$ cat config.mk
export PLATFORM = sky130hd
export DESIGN_NAME = apb_cmd_master_flat
export DESIGN_NICKNAME = d
export VERILOG_FILES = /design/src/rtl/apb_cmd_master_if.sv /design/src/rtl/apb_cmd_master.sv /design/src/flat_wrapper.sv
export SDC_FILE = /design/constraint.sdc
export NUM_CORES = 1
export LEC_CHECK = 0
export BUFFER_PORTS_ARGS = -buffer_cell sky130_fd_sc_hd__buf_2
export CAP_MARGIN = 10
export CORE_MARGIN = 2
export CORE_UTILIZATION = 46
export DETAILED_ROUTE_END_ITERATION = 10
export GPL_TIMING_DRIVEN = 0
export HOLD_SLACK_MARGIN = 0.12
export MAX_ROUTING_LAYER = met4
export PLACE_DENSITY = 0.8
export RECOVER_POWER = 100
export SYNTH_ARGS = -nofsm -noshare
export SYNTH_HDL_FRONTEND = slang
export SYNTH_SLANG_ARGS = --single-unit
export TNS_END_PERCENT = 1
$ cat constraint.sdc
create_clock -name PCLK -period 1.7 [get_ports PCLK]
set_input_delay 0.425 -clock PCLK [delete_from_list [all_inputs] [get_ports PCLK]]
set_output_delay 0.425 -clock PCLK [all_outputs]
set_load 0.005 [all_outputs]
$ cat src/rtl/apb_cmd_master_if.sv
// Bundle of the command stream, the response stream and the APB3 bus
// signals used by apb_cmd_master.
// The master modport is the requester's view; the slave modport is the view
// of the command source, response sink and APB fabric around it.
interface apb_cmd_master_if #(
    parameter int ADDR_W = 32,
    parameter int DATA_W = 32
);
    // Command stream
    logic              cmd_valid;
    logic              cmd_ready;
    logic              cmd_write;
    logic [ADDR_W-1:0] cmd_addr;
    logic [DATA_W-1:0] cmd_wdata;

    // Response stream
    logic              rsp_valid;
    logic [DATA_W-1:0] rsp_rdata;
    logic              rsp_err;
    logic              rsp_timeout;

    // APB3 bus
    logic              PSEL;
    logic              PENABLE;
    logic [ADDR_W-1:0] PADDR;
    logic              PWRITE;
    logic [DATA_W-1:0] PWDATA;
    logic [DATA_W-1:0] PRDATA;
    logic              PREADY;
    logic              PSLVERR;

    modport master (
        input  cmd_valid, cmd_write, cmd_addr, cmd_wdata,
        input  PRDATA, PREADY, PSLVERR,
        output cmd_ready,
        output rsp_valid, rsp_rdata, rsp_err, rsp_timeout,
        output PSEL, PENABLE, PADDR, PWRITE, PWDATA
    );

    modport slave (
        output cmd_valid, cmd_write, cmd_addr, cmd_wdata,
        output PRDATA, PREADY, PSLVERR,
        input  cmd_ready,
        input  rsp_valid, rsp_rdata, rsp_err, rsp_timeout,
        input  PSEL, PENABLE, PADDR, PWRITE, PWDATA
    );
endinterface

$ cat src/rtl/apb_cmd_master.sv
// APB3 requester: turns a valid/ready command stream into IDLE/SETUP/ACCESS
// transfers and returns one single-cycle response per command.
// Optional feature macro: APB_TIMEOUT_EN. When defined, an ACCESS phase that
// sees PREADY low for TIMEOUT_CYCLES cycles is aborted with an error and
// timeout response. When undefined, ACCESS waits indefinitely and
// rsp_timeout is constant 0.
module apb_cmd_master #(
    parameter int ADDR_W         = 32,
    parameter int DATA_W         = 32,
    parameter int TIMEOUT_CYCLES = 16
) (
    input  logic              PCLK,
    input  logic              PRESETn,
    apb_cmd_master_if.master  bus
);

    typedef enum logic [1:0] {
        S_IDLE   = 2'd0,
        S_SETUP  = 2'd1,
        S_ACCESS = 2'd2
    } state_t;

    state_t            state_q, state_d;
    logic              psel_q, psel_d;
    logic              penable_q, penable_d;
    logic [ADDR_W-1:0] paddr_q, paddr_d;
    logic              pwrite_q, pwrite_d;
    logic [DATA_W-1:0] pwdata_q, pwdata_d;
    logic              rsp_valid_q, rsp_valid_d;
    logic [DATA_W-1:0] rsp_rdata_q, rsp_rdata_d;
    logic              rsp_err_q, rsp_err_d;

`ifdef APB_TIMEOUT_EN
    localparam int CNT_W = $clog2(TIMEOUT_CYCLES + 1);
    localparam logic [CNT_W-1:0] CNT_LAST = CNT_W'(TIMEOUT_CYCLES - 1);

    logic [CNT_W-1:0]  wait_cnt_q, wait_cnt_d;
    logic              rsp_timeout_q, rsp_timeout_d;
`endif

    // Commands are only taken while the bus is idle.
    assign bus.cmd_ready   = (state_q == S_IDLE);

    assign bus.PSEL        = psel_q;
    assign bus.PENABLE     = penable_q;
    assign bus.PADDR       = paddr_q;
    assign bus.PWRITE      = pwrite_q;
    assign bus.PWDATA      = pwdata_q;
    assign bus.rsp_valid   = rsp_valid_q;
    assign bus.rsp_rdata   = rsp_rdata_q;
    assign bus.rsp_err     = rsp_err_q;
`ifdef APB_TIMEOUT_EN
    assign bus.rsp_timeout = rsp_timeout_q;
`else
    assign bus.rsp_timeout = 1'b0;
`endif

    // Next-state and next-output logic for the transfer sequencer.
    always_comb begin
        state_d       = state_q;
        psel_d        = psel_q;
        penable_d     = penable_q;
        paddr_d       = paddr_q;
        pwrite_d      = pwrite_q;
        pwdata_d      = pwdata_q;
        rsp_valid_d   = 1'b0;
        rsp_rdata_d   = rsp_rdata_q;
        rsp_err_d     = rsp_err_q;
`ifdef APB_TIMEOUT_EN
        wait_cnt_d    = wait_cnt_q;
        rsp_timeout_d = 1'b0;
`endif
        case (state_q)
            S_IDLE: begin
                if (bus.cmd_valid) begin
                    paddr_d  = bus.cmd_addr;
                    pwrite_d = bus.cmd_write;
                    pwdata_d = bus.cmd_wdata;
                    psel_d   = 1'b1;
                    state_d  = S_SETUP;
                end
            end
            S_SETUP: begin
                penable_d  = 1'b1;
                state_d    = S_ACCESS;
`ifdef APB_TIMEOUT_EN
                wait_cnt_d = '0;
`endif
            end
            S_ACCESS: begin
                // A completing PREADY takes priority over a coincident timeout.
                if (bus.PREADY) begin
                    psel_d      = 1'b0;
                    penable_d   = 1'b0;
                    state_d     = S_IDLE;
                    rsp_valid_d = 1'b1;
                    rsp_rdata_d = pwrite_q ? '0 : bus.PRDATA;
                    rsp_err_d   = bus.PSLVERR;
                end
`ifdef APB_TIMEOUT_EN
                else if (wait_cnt_q == CNT_LAST) begin
                    psel_d        = 1'b0;
                    penable_d     = 1'b0;
                    state_d       = S_IDLE;
                    rsp_valid_d   = 1'b1;
                    rsp_rdata_d   = '0;
                    rsp_err_d     = 1'b1;
                    rsp_timeout_d = 1'b1;
                end else begin
                    wait_cnt_d = wait_cnt_q + 1'b1;
                end
`endif
            end
            default: begin
                psel_d    = 1'b0;
                penable_d = 1'b0;
                state_d   = S_IDLE;
            end
        endcase
    end

    // State and output registers; reset aborts any transfer in flight.
    always_ff @(posedge PCLK or negedge PRESETn) begin
        if (!PRESETn) begin
            state_q       <= S_IDLE;
            psel_q        <= 1'b0;
            penable_q     <= 1'b0;
            paddr_q       <= '0;
            pwrite_q      <= 1'b0;
            pwdata_q      <= '0;
            rsp_valid_q   <= 1'b0;
            rsp_rdata_q   <= '0;
            rsp_err_q     <= 1'b0;
`ifdef APB_TIMEOUT_EN
            wait_cnt_q    <= '0;
            rsp_timeout_q <= 1'b0;
`endif
        end else begin
            state_q       <= state_d;
            psel_q        <= psel_d;
            penable_q     <= penable_d;
            paddr_q       <= paddr_d;
            pwrite_q      <= pwrite_d;
            pwdata_q      <= pwdata_d;
            rsp_valid_q   <= rsp_valid_d;
            rsp_rdata_q   <= rsp_rdata_d;
            rsp_err_q     <= rsp_err_d;
`ifdef APB_TIMEOUT_EN
            wait_cnt_q    <= wait_cnt_d;
            rsp_timeout_q <= rsp_timeout_d;
`endif
        end
    end

endmodule

$ cat src/flat_wrapper.sv
// flat-port wrapper written by rule: the top's interface ports become plain ports
module apb_cmd_master_flat 
#(
    parameter int ADDR_W         = 32,
    parameter int DATA_W         = 32,
    parameter int TIMEOUT_CYCLES = 16
)
  (PCLK, PRESETn, bus_cmd_valid, bus_cmd_write, bus_cmd_addr, bus_cmd_wdata, bus_PRDATA, bus_PREADY, bus_PSLVERR, bus_cmd_ready, bus_rsp_valid, bus_rsp_rdata, bus_rsp_err, bus_rsp_timeout, bus_PSEL, bus_PENABLE, bus_PADDR, bus_PWRITE, bus_PWDATA);
  apb_cmd_master_if #(.ADDR_W(ADDR_W), .DATA_W(DATA_W)) bus_i ();
  input  logic PCLK;
  input  logic PRESETn;
  input wire logic [$bits(bus_i.cmd_valid)-1:0] bus_cmd_valid;
  input wire logic [$bits(bus_i.cmd_write)-1:0] bus_cmd_write;
  input wire logic [$bits(bus_i.cmd_addr)-1:0] bus_cmd_addr;
  input wire logic [$bits(bus_i.cmd_wdata)-1:0] bus_cmd_wdata;
  input wire logic [$bits(bus_i.PRDATA)-1:0] bus_PRDATA;
  input wire logic [$bits(bus_i.PREADY)-1:0] bus_PREADY;
  input wire logic [$bits(bus_i.PSLVERR)-1:0] bus_PSLVERR;
  output wire logic [$bits(bus_i.cmd_ready)-1:0] bus_cmd_ready;
  output wire logic [$bits(bus_i.rsp_valid)-1:0] bus_rsp_valid;
  output wire logic [$bits(bus_i.rsp_rdata)-1:0] bus_rsp_rdata;
  output wire logic [$bits(bus_i.rsp_err)-1:0] bus_rsp_err;
  output wire logic [$bits(bus_i.rsp_timeout)-1:0] bus_rsp_timeout;
  output wire logic [$bits(bus_i.PSEL)-1:0] bus_PSEL;
  output wire logic [$bits(bus_i.PENABLE)-1:0] bus_PENABLE;
  output wire logic [$bits(bus_i.PADDR)-1:0] bus_PADDR;
  output wire logic [$bits(bus_i.PWRITE)-1:0] bus_PWRITE;
  output wire logic [$bits(bus_i.PWDATA)-1:0] bus_PWDATA;
  assign bus_i.cmd_valid = bus_cmd_valid;
  assign bus_i.cmd_write = bus_cmd_write;
  assign bus_i.cmd_addr = bus_cmd_addr;
  assign bus_i.cmd_wdata = bus_cmd_wdata;
  assign bus_i.PRDATA = bus_PRDATA;
  assign bus_i.PREADY = bus_PREADY;
  assign bus_i.PSLVERR = bus_PSLVERR;
  assign bus_cmd_ready = bus_i.cmd_ready;
  assign bus_rsp_valid = bus_i.rsp_valid;
  assign bus_rsp_rdata = bus_i.rsp_rdata;
  assign bus_rsp_err = bus_i.rsp_err;
  assign bus_rsp_timeout = bus_i.rsp_timeout;
  assign bus_PSEL = bus_i.PSEL;
  assign bus_PENABLE = bus_i.PENABLE;
  assign bus_PADDR = bus_i.PADDR;
  assign bus_PWRITE = bus_i.PWRITE;
  assign bus_PWDATA = bus_i.PWDATA;
  apb_cmd_master #(.ADDR_W(ADDR_W), .DATA_W(DATA_W), .TIMEOUT_CYCLES(TIMEOUT_CYCLES)) u_core (.PCLK(PCLK), .PRESETn(PRESETn), .bus(bus_i));
endmodule
==> results of run 1 <==
-- power groups by stage --
stage	clock [mW]	sequential, mW	combinational, mW
after floorplan	0	4.26	2.04
after global placement	0	4.11	3.71
after detailed placement	0	4.18	3.80
after CTS	1.54	4.14	3.81
after global routing	1.64	4.28	3.62
final	1.47	4.13	3.26
-- area by class of cell --
cell class                 instances  share of cell area
inverter                           3            0.002097
clock inverter                     5             0.01095
tap                              108             0.02516
timing repair buffer             204              0.1813
clock buffer                      11             0.02446
buffer                            18             0.02842
sequential                       103              0.4800
multi-input combinational        172              0.2477
-- worst max-delay path, delay by kind of cell (launching register included) --
family / cells / cell delay (ns)
simple gates: 2 / 0.32
mux: 1 / 0.33
buf+inv: 2 / 0.33
flops: 1 / 0.44
-- worst paths after layout --
path                                             to  slack, ns
min reg2reg                u_core.bus.rsp_rdata[30]       0.48
min                            u_core.bus.PWDATA[9]       0.29
max                           u_core.bus.PWDATA[25]       0.15
max reg2reg                   u_core.bus.PWDATA[25]       0.15
max in group asynchronous        u_core.bus.PENABLE       0.47
min in group asynchronous     u_core.bus.PWDATA[25]       0.37
-- stage by stage --
step                      std cells  instance area, sq um    util
after floorplan                 296                  4179       -
after global placement          607                  5330  0.6082
after detailed placement        608                  5360  0.6117
after CTS                       624                  5550  0.6334
after global routing            624                  5370  0.6128
final                           624                  5370  0.6128
-- layer usage --
layer / global-route usage / up-vias / wire, um
met4: 0.07376 / 0 / 163
li1: - / 1418 / -
met2: 0.2916 / 137 / 4296
met1: 0.2598 / 1406 / 3926
met3: 0.03584 / 16 / 596
met5: - / - / 0
-- cells by family after synthesis --
kind of cell,count (synthesis),share of synthesized area
buffers and inverters,21,0.03922
DFF,103,0.6168
muxes,66,0.2129
and+or+nand+nor,68,0.08324
AOI/OAI and AO/OA,37,0.04701
other,1,0.0008973
-- state kept, by name, summed over array words and instances (netlist names) --
signal                count
u_core.bus.PENABLE        1
u_core.state_q            2
u_core.bus.PADDR         32
u_core.bus.rsp_err        1
u_core.bus.PWRITE         1
u_core.bus.rsp_rdata     32
u_core.bus.PWDATA        32
u_core.bus.rsp_valid      1
u_core.bus.PSEL           1
-- layout by cell type (no fill, tap or decap) --
cell type	n
clkbuf_8	9
o21a_1	1
a21o_1	1
dfrtp_1	103
buf_6	1
buf_12	4
buf_4	1
o2bb2ai_1	1
clkbuf_1	60
o21ai_0	33
and2_4	1
mux2_4	11
clkinv_2	1
nand3b_1	1
buf_1	3
clkbuf_2	6
inv_1	3
nor3_1	1
conb_1	1
nand2b_1	32
a22oi_1	1
clkinv_4	1
mux2_2	27
bufinv_16	1
nor2_1	1
buf_16	1
nand2_1	32
buf_2	148
mux2_1	28
clkinvlp_4	2
-- cells in the mapped netlist --
| cell | instances |
|---|---|
| dfrtp_1 | 103 |
| mux2_4 | 39 |
| o21ai_0 | 33 |
| nand2_1 | 32 |
| nand2b_1 | 32 |
| mux2_2 | 27 |
| buf_2 | 7 |
| buf_12 | 4 |
| clkbuf_1 | 4 |
| inv_1 | 3 |
| a21o_1 | 1 |
| a22oi_1 | 1 |
| and2_4 | 1 |
| buf_1 | 1 |
| buf_4 | 1 |
| buf_6 | 1 |
| conb_1 | 1 |
| nand3b_1 | 1 |
| nor2_2 | 1 |
| nor3_1 | 1 |
| o21a_1 | 1 |
| o2bb2ai_1 | 1 |
==> results.cfg, run 1 <==
[status]
outcome = finished, final reports clean

[clocking]
numClockSinks = 103
cts_hold_buffers = 0
clockRootBuffer = clkbuf_8
cts_buffers = 9
postCtsSetupBuffers = 0
ctsLongestPathBuffers = 2
post_cts_resized = 0
htreeDepth = 3
cts_tree = done
clock_latency_ns = 0.34
path_clk_slew_ns = 0.10

[grt]
grt-ovfl-total = 0
grt_max_degree = 53
grt_pass1_vias = 3125
track_usage = 0.1923
grt_first_pass_wirelength_um = 14670
antenna_found_initial = 0

[placed_design]
post-place-ws_ns = 0.1982
portBuffers = 203
gp_congestion = 0.8270
dp_hpwl_um = 6870

[min_path]
holdPathStages = 2
worstHoldStart = bus_cmd_wdata[9]
hold_class = input pin to flip-flop

[routing]
drc = 0
routedWlPerCell_um = 14.40
via_count = 2977
first_pass_iters = 4
wl_um = 8984
drt_iter0_drc = 67
antenna_left = 0
viasPerCell = 4.771

[synthesis]
synth_seq_area_share = 0.6168
synth_area_per_cell_sq_um = 14.12
synth.area.top_cells = dfrtp_1, mux2_4, mux2_2
synth_top_area_share = 0.6168
ys_types = 22
synthCells = 296
yosys.area.top_type = dfrtp_1
synth_area_sq_um = 4179
ys_ff_latch = 103
syn_nets = 398
ys_warn_count = 0

[power_and_ir_drop]
vdd_ir_drop_max_mv = 0.7473
p_seq_frac = 0.466
cell_internal_pwr_mw = 6.055
power.density_nw_per_um2 = 1650
power.switching_mw = 2.807
clockPowerShare = 0.166
power_mw = 8.862
leakage_nw = 2.603
sw_frac_of_total = 0.3168
p_comb_frac = 0.368

[critical_path]
cp-end-kind = flip-flop
r2r_cells = 5
cpMaxStageDelayCell = dfrtp_1
crit_start = u_core.state_q[0]
crit_path_max_incr_delay_ns = 0.44
r2r_start = u_core.state_q[0]
critical_path.startpoint_type = flip-flop
worstSetupPathType = flip-flop to flip-flop
crit_arrival_ns = 1.78
cp.required_ns = 1.93
crit_fanout = 10
path_cells = nor2_1, and2_4, buf_6, buf_12, mux2_1

[floorplanning]
die_w_um = 99.32
core_region_area_sq_um = 8763
dieArea_sq_um = 9863
num_io_pins = 205
num_rows = 34
die-height_um = 99.32
initial_core_util = 0.4769

[flow_run]
max_cap_viol_count = 0

[timing]
relSlewSlack = 0.1121
period_minus_slack_ns = 1.550
finalSetupViolCount = 0
slew_viol_final = 0
rsz0062_at_grt = no
finalClockSkew_ns = 0.01206
setup_ws_ns = 0.1498
tightestPinTransition_ns = 1.332
period_share = 0.9119
setup_tns_ns = 0
fmax_mhz = 645.1
finalHoldViolations = 0
hold_slack_ns = 0.2889

[cells_and_area]
multiInputGateArea_sq_um = 1330
nNetsFinal = 613
final-seq-area_sq_um = 2577
drive_gt1_frac = 0.4147
syn_to_final_growth_pct = 28.50
diodes = 0
fill_cells = 761
No activity file was read; power rests on OpenSTA's default activity.
==> run 2: changes to the inputs <==
--- a/config.mk
+++ b/config.mk
@@ -8,12 +8,12 @@
 export BUFFER_PORTS_ARGS = -buffer_cell sky130_fd_sc_hd__buf_2
 export CAP_MARGIN = 10
 export CORE_MARGIN = 2
-export CORE_UTILIZATION = 46
+export CORE_UTILIZATION = 40
 export DETAILED_ROUTE_END_ITERATION = 10
 export GPL_TIMING_DRIVEN = 0
 export HOLD_SLACK_MARGIN = 0.12
 export MAX_ROUTING_LAYER = met4
-export PLACE_DENSITY = 0.8
+export PLACE_DENSITY = 0.71
 export RECOVER_POWER = 100
 export SYNTH_ARGS = -nofsm -noshare
 export SYNTH_HDL_FRONTEND = slang
==> results.cfg, run 2 (same netlist as run 1, synthesis figures left out) <==
[floorplanning]
dieArea_sq_um = 11280
num_rows = 37
die_w_um = 106.2
initial_core_util = 0.4085
core_region_area_sq_um = 10230
num_io_pins = 205
die-height_um = 106.2

[timing]
finalClockSkew_ns = 0.01068
relSlewSlack = 0.5484
setup_tns_ns = 0
fmax_mhz = 632.0
period_minus_slack_ns = 1.582
tightestPinTransition_ns = 0.6774
slew_viol_final = 0
rsz0062_at_grt = no
period_share = 0.9308
finalSetupViolCount = 0
finalHoldViolations = 0

[clocking]
clockRootBuffer = clkbuf_8
ctsLongestPathBuffers = 2
cts_tree = done
cts_buffers = 9
numClockSinks = 103
path_clk_slew_ns = 0.09
clock_latency_ns = 0.35
htreeDepth = 3

[grt]
antenna_found_initial = 0
grt_pass1_vias = 3116
grt_max_degree = 54
track_usage = 0.1693
grt_first_pass_wirelength_um = 14660
grt-ovfl-total = 0

[placed_design]
dp_hpwl_um = 7040
portBuffers = 203
gp_congestion = 0.7816

[min_path]
hold-path-endpoint = u_core.bus.PWDATA[13]
hold_class = input pin to flip-flop
worstHoldStart = bus_cmd_wdata[13]
holdPathStages = 2

[routing]
viasPerCell = 4.594
via_count = 3000
routedWlPerCell_um = 13.97
first_pass_iters = 4
wl_um = 9120
drc = 0
drt_iter0_drc = 69
antenna_left = 0

[power_and_ir_drop]
vdd_ir_drop_max_mv = 0.6773
leakage_nw = 2.622
power.density_nw_per_um2 = 1651
power_mw = 8.943

[critical_path]
crit_arrival_ns = 1.80
rrSetupSlack_ns = 0.12
timing.rr.end = u_core.bus.PWDATA[8]
crit_start = u_core.state_q[0]
cp-end-kind = flip-flop
cp.required_ns = 1.92
r2r_start = u_core.state_q[0]
crit_fanout = 10
worstSetupPathType = flip-flop to flip-flop
critical_path.startpoint_type = flip-flop
r2r_cells = 5

[cells_and_area]
layout_commonest_cell = buf_2
final-seq-area_sq_um = 2577
fin_util = 0.5294
layout_common_cells = buf_2, dfrtp_1, clkbuf_1
nNetsFinal = 614
drive_gt1_frac = 0.4139
multiInputGateArea_sq_um = 1334
diodes = 0
fill_cells = 976
syn_to_final_growth_pct = 29.61

[status]
outcome = finished, final reports clean

[flow_run]
max_cap_viol_count = 0
-- run 2: worst max-delay path, stage by stage, from the launching register on --
cell and delay (ns):
dfrtp_1 0.44, nor2_1 0.17, and2_4 0.18, buf_6 0.17, buf_12 0.15, mux2_1 0.34
-- run 2: per-layer routing --
| layer | GRT usage | wire [um] |
|---|---|---|
| met1 | 0.1982 | 3654 |
| met2 | 0.2940 | 4757 |
| met3 | 0.02698 | 529 |
| met4 | 0.06391 | 179 |
| met5 | - | 0 |
-- run 2: layout make-up --
class                      count  share of cell area
clock inverter                 3            0.007392
buffer                        18             0.02564
timing repair buffer         205              0.1802
sequential                   103              0.4759
tap                          136             0.03142
multi-input combinational    172              0.2462
clock buffer                  13             0.03119
inverter                       3            0.002079
-- run 2: power by group --
part / total (mW) / leakage, nW / switching [mW] / internal (mW)
Combinational: 3.25 / 1.26 / 1.44 / 1.81
Sequential: 4.12 / 1.25 / 0.563 / 3.55
Clock: 1.57 / 0.109 / 0.776 / 0.799
-- run 2: what timing repair did --
action | in CTS | in global routing
hold buffers | 1 | 0
hold endpoints to repair | 45 | 0
resized for setup | 0 | 0
setup buffers | 0 | 0
-- run 2: how the worst max path moves through the flow --
stage	to	slack [ns]
2_1_floorplan	u_core.bus.PADDR[0]	0.26
3_3_place_gp	u_core.bus.PADDR[17]	-0.81
3_5_place_dp	u_core.bus.PWRITE	0.12
4_1_cts	u_core.bus.PWRITE	0.12
5_1_grt	u_core.bus.rsp_rdata[9]	0.03
6_report	u_core.bus.PWDATA[8]	0.12
-- run 2: metrics by stage --
step           worst slack (ns)  std cells  instance area (sq um)  hold WS, ns
2_1_floorplan            0.2649        296                   4179       0.1294
3_3_place_gp            -0.8058        635                   5365       0.4586
3_5_place_dp             0.1237        636                   5395       0.4649
4_1_cts                  0.1202        653                   5614       0.2799
5_1_grt                 0.02898        653                   5416       0.2730
6_report                 0.1176        653                   5416       0.2928
==> run 3: changes to the inputs <==
--- a/config.mk
+++ b/config.mk
@@ -5,15 +5,14 @@
 export SDC_FILE = /design/constraint.sdc
 export NUM_CORES = 1
 export LEC_CHECK = 0
-export BUFFER_PORTS_ARGS = -buffer_cell sky130_fd_sc_hd__buf_2
+export BUFFER_PORTS_ARGS = -buffer_cell sky130_fd_sc_hd__buf_4
 export CAP_MARGIN = 10
-export CORE_MARGIN = 2
-export CORE_UTILIZATION = 40
+export CORE_UTILIZATION = 46
 export DETAILED_ROUTE_END_ITERATION = 10
 export GPL_TIMING_DRIVEN = 0
 export HOLD_SLACK_MARGIN = 0.12
 export MAX_ROUTING_LAYER = met4
-export PLACE_DENSITY = 0.71
+export PLACE_DENSITY = 0.8
 export RECOVER_POWER = 100
 export SYNTH_ARGS = -nofsm -noshare
 export SYNTH_HDL_FRONTEND = slang
==> results.cfg, run 3 (same netlist as run 1, synthesis figures left out) <==
[flow_run]
max_cap_viol_count = 0

[floorplanning]
die-height_um = 97.32
num_io_pins = 205
num_rows = 34
core_region_area_sq_um = 8763
dieArea_sq_um = 9470
die_w_um = 97.32
initial_core_util = 0.4769

[min_path]
hold_class = input pin to flip-flop
holdPathStages = 2

[power_and_ir_drop]
power_mw = 9.793
leakage_nw = 2.953
power.density_nw_per_um2 = 1637
vdd_ir_drop_max_mv = 0.8963

[critical_path]
crit_arrival_ns = 1.83
worstSetupPathType = flip-flop to flip-flop
cp.required_ns = 1.95
r2r_cells = 5
cp-end-kind = flip-flop
critical_path.startpoint_type = flip-flop
crit_fanout = 10

[timing]
finalClockSkew_ns = 0.01154
slew_viol_final = 0
setup_tns_ns = 0
relSlewSlack = 0.08888
fmax_mhz = 630.4
finalHoldViolations = 0
finalSetupViolCount = 0
rsz0062_at_grt = no
period_minus_slack_ns = 1.586
tightestPinTransition_ns = 1.367
period_share = 0.9331
hold_slack_ns = 0.2793

[grt]
met2_usage = 0.3510
antenna_found_initial = 0
use_met3 = 0.05252
top_usage_layer = met2
track_usage = 0.2149
grt_pass1_vias = 3238
grt_first_pass_wirelength_um = 15590
grt-ovfl-total = 0
grt_max_degree = 104
gr-usage-met1 = 0.2700

[routing]
viasPerCell = 4.784
drc = 0
wl_um = 9329
via_count = 2985
routedWlPerCell_um = 14.95
drt_iter0_drc = 43
antenna_left = 0
first_pass_iters = 4

[cells_and_area]
diodes = 0
nNetsFinal = 613
layout_common_cells = dfrtp_1, buf_4, clkbuf_4
fill_cells = 649
syn_to_final_growth_pct = 43.17
drive_gt1_frac = 0.5446
layout_commonest_cell = dfrtp_1

[clocking]
post_cts_resized = 0
numClockSinks = 103
ctsLongestPathBuffers = 2
path_clk_slew_ns = 0.10
cts_buffers = 9
htreeDepth = 3
cts_hold_buffers = 0
postCtsSetupBuffers = 0
cts_tree = done
clock_latency_ns = 0.36
clockRootBuffer = clkbuf_8

[placed_design]
portBuffers = 203
gp_congestion = 0.7633
dp_hpwl_um = 6990

[status]
outcome = finished, final reports clean
==> run 3: cell count changes in the layout (fill, tap and decap cells not counted), sizes merged <==
cell and change:
buf -50, clkbuf +48, inv +2, bufinv -1, clkinv +1, dlygate4sd3 -1
==> run 3: final timing paths <==
| kind | slack, ns | startpoint | endpoint |
|---|---|---|---|
| worst max-delay path | 0.11 | u_core.state_q[0] | u_core.bus.PWDATA[18] |
| worst min-delay path | 0.28 | bus_cmd_wdata[18] | u_core.bus.PWDATA[18] |
| worst max register to register | 0.11 | u_core.state_q[0] | u_core.bus.PWDATA[18] |
| worst min register to register | 0.49 | u_core.bus.rsp_rdata[28] | u_core.bus.rsp_rdata[28] |
| max in group asynchronous | 0.48 | PRESETn | u_core.bus.PSEL |
| min in group asynchronous | 0.36 | PRESETn | u_core.bus.PWDATA[24] |
==> run 3: critical path, stage by stage (launching register included) <==
cell	delay, ns
dfrtp_1	0.45
nor2_1	0.17
and2_4	0.18
buf_6	0.19
buf_12	0.16
mux2_1	0.32
==> run 3: routing by layer <==
metal,routed length [um],vias to the layer above
li1,-,1415
met5,0,-
met1,3991,1419
met4,141,0
met2,4580,136
met3,615,15
==> run 3: area by class of cell <==
| class | count | area [sq um] | share of cell area |
|---|---|---|---|
| plain buffers | 18 | 151.4 | 0.02530 |
| clock buffers | 11 | 151.4 | 0.02530 |
| clock inverters | 5 | 40.04 | 0.006692 |
| inverters | 3 | 11.26 | 0.001882 |
| multi-input cells | 172 | 1424 | 0.2380 |
| flip-flops and latches | 103 | 2577 | 0.4308 |
| well taps | 108 | 135.1 | 0.02258 |
| repair buffers | 204 | 1493 | 0.2495 |
==> run 3: stage by stage <==
| step | worst slack [ns] | util | cells | instance area (sq um) |
|---|---|---|---|---|
| global route | 0.03908 | 0.6828 | 624 | 5983 |
| finish | 0.1137 | 0.6828 | 624 | 5983 |
| floorplan | 0.2649 | - | 296 | 4179 |
| global placement | 0.1519 | 0.6662 | 607 | 5838 |
| CTS | 0.1174 | 0.6880 | 623 | 6030 |
| detailed placement | 0.1218 | 0.6662 | 607 | 5838 |
==> run 3: report_power, final <==
part	switching (mW)	total [mW]	internal, mW
clock network	0.831	1.46	0.627
logic	1.51	4.17	2.66
registers	0.606	4.16	3.55
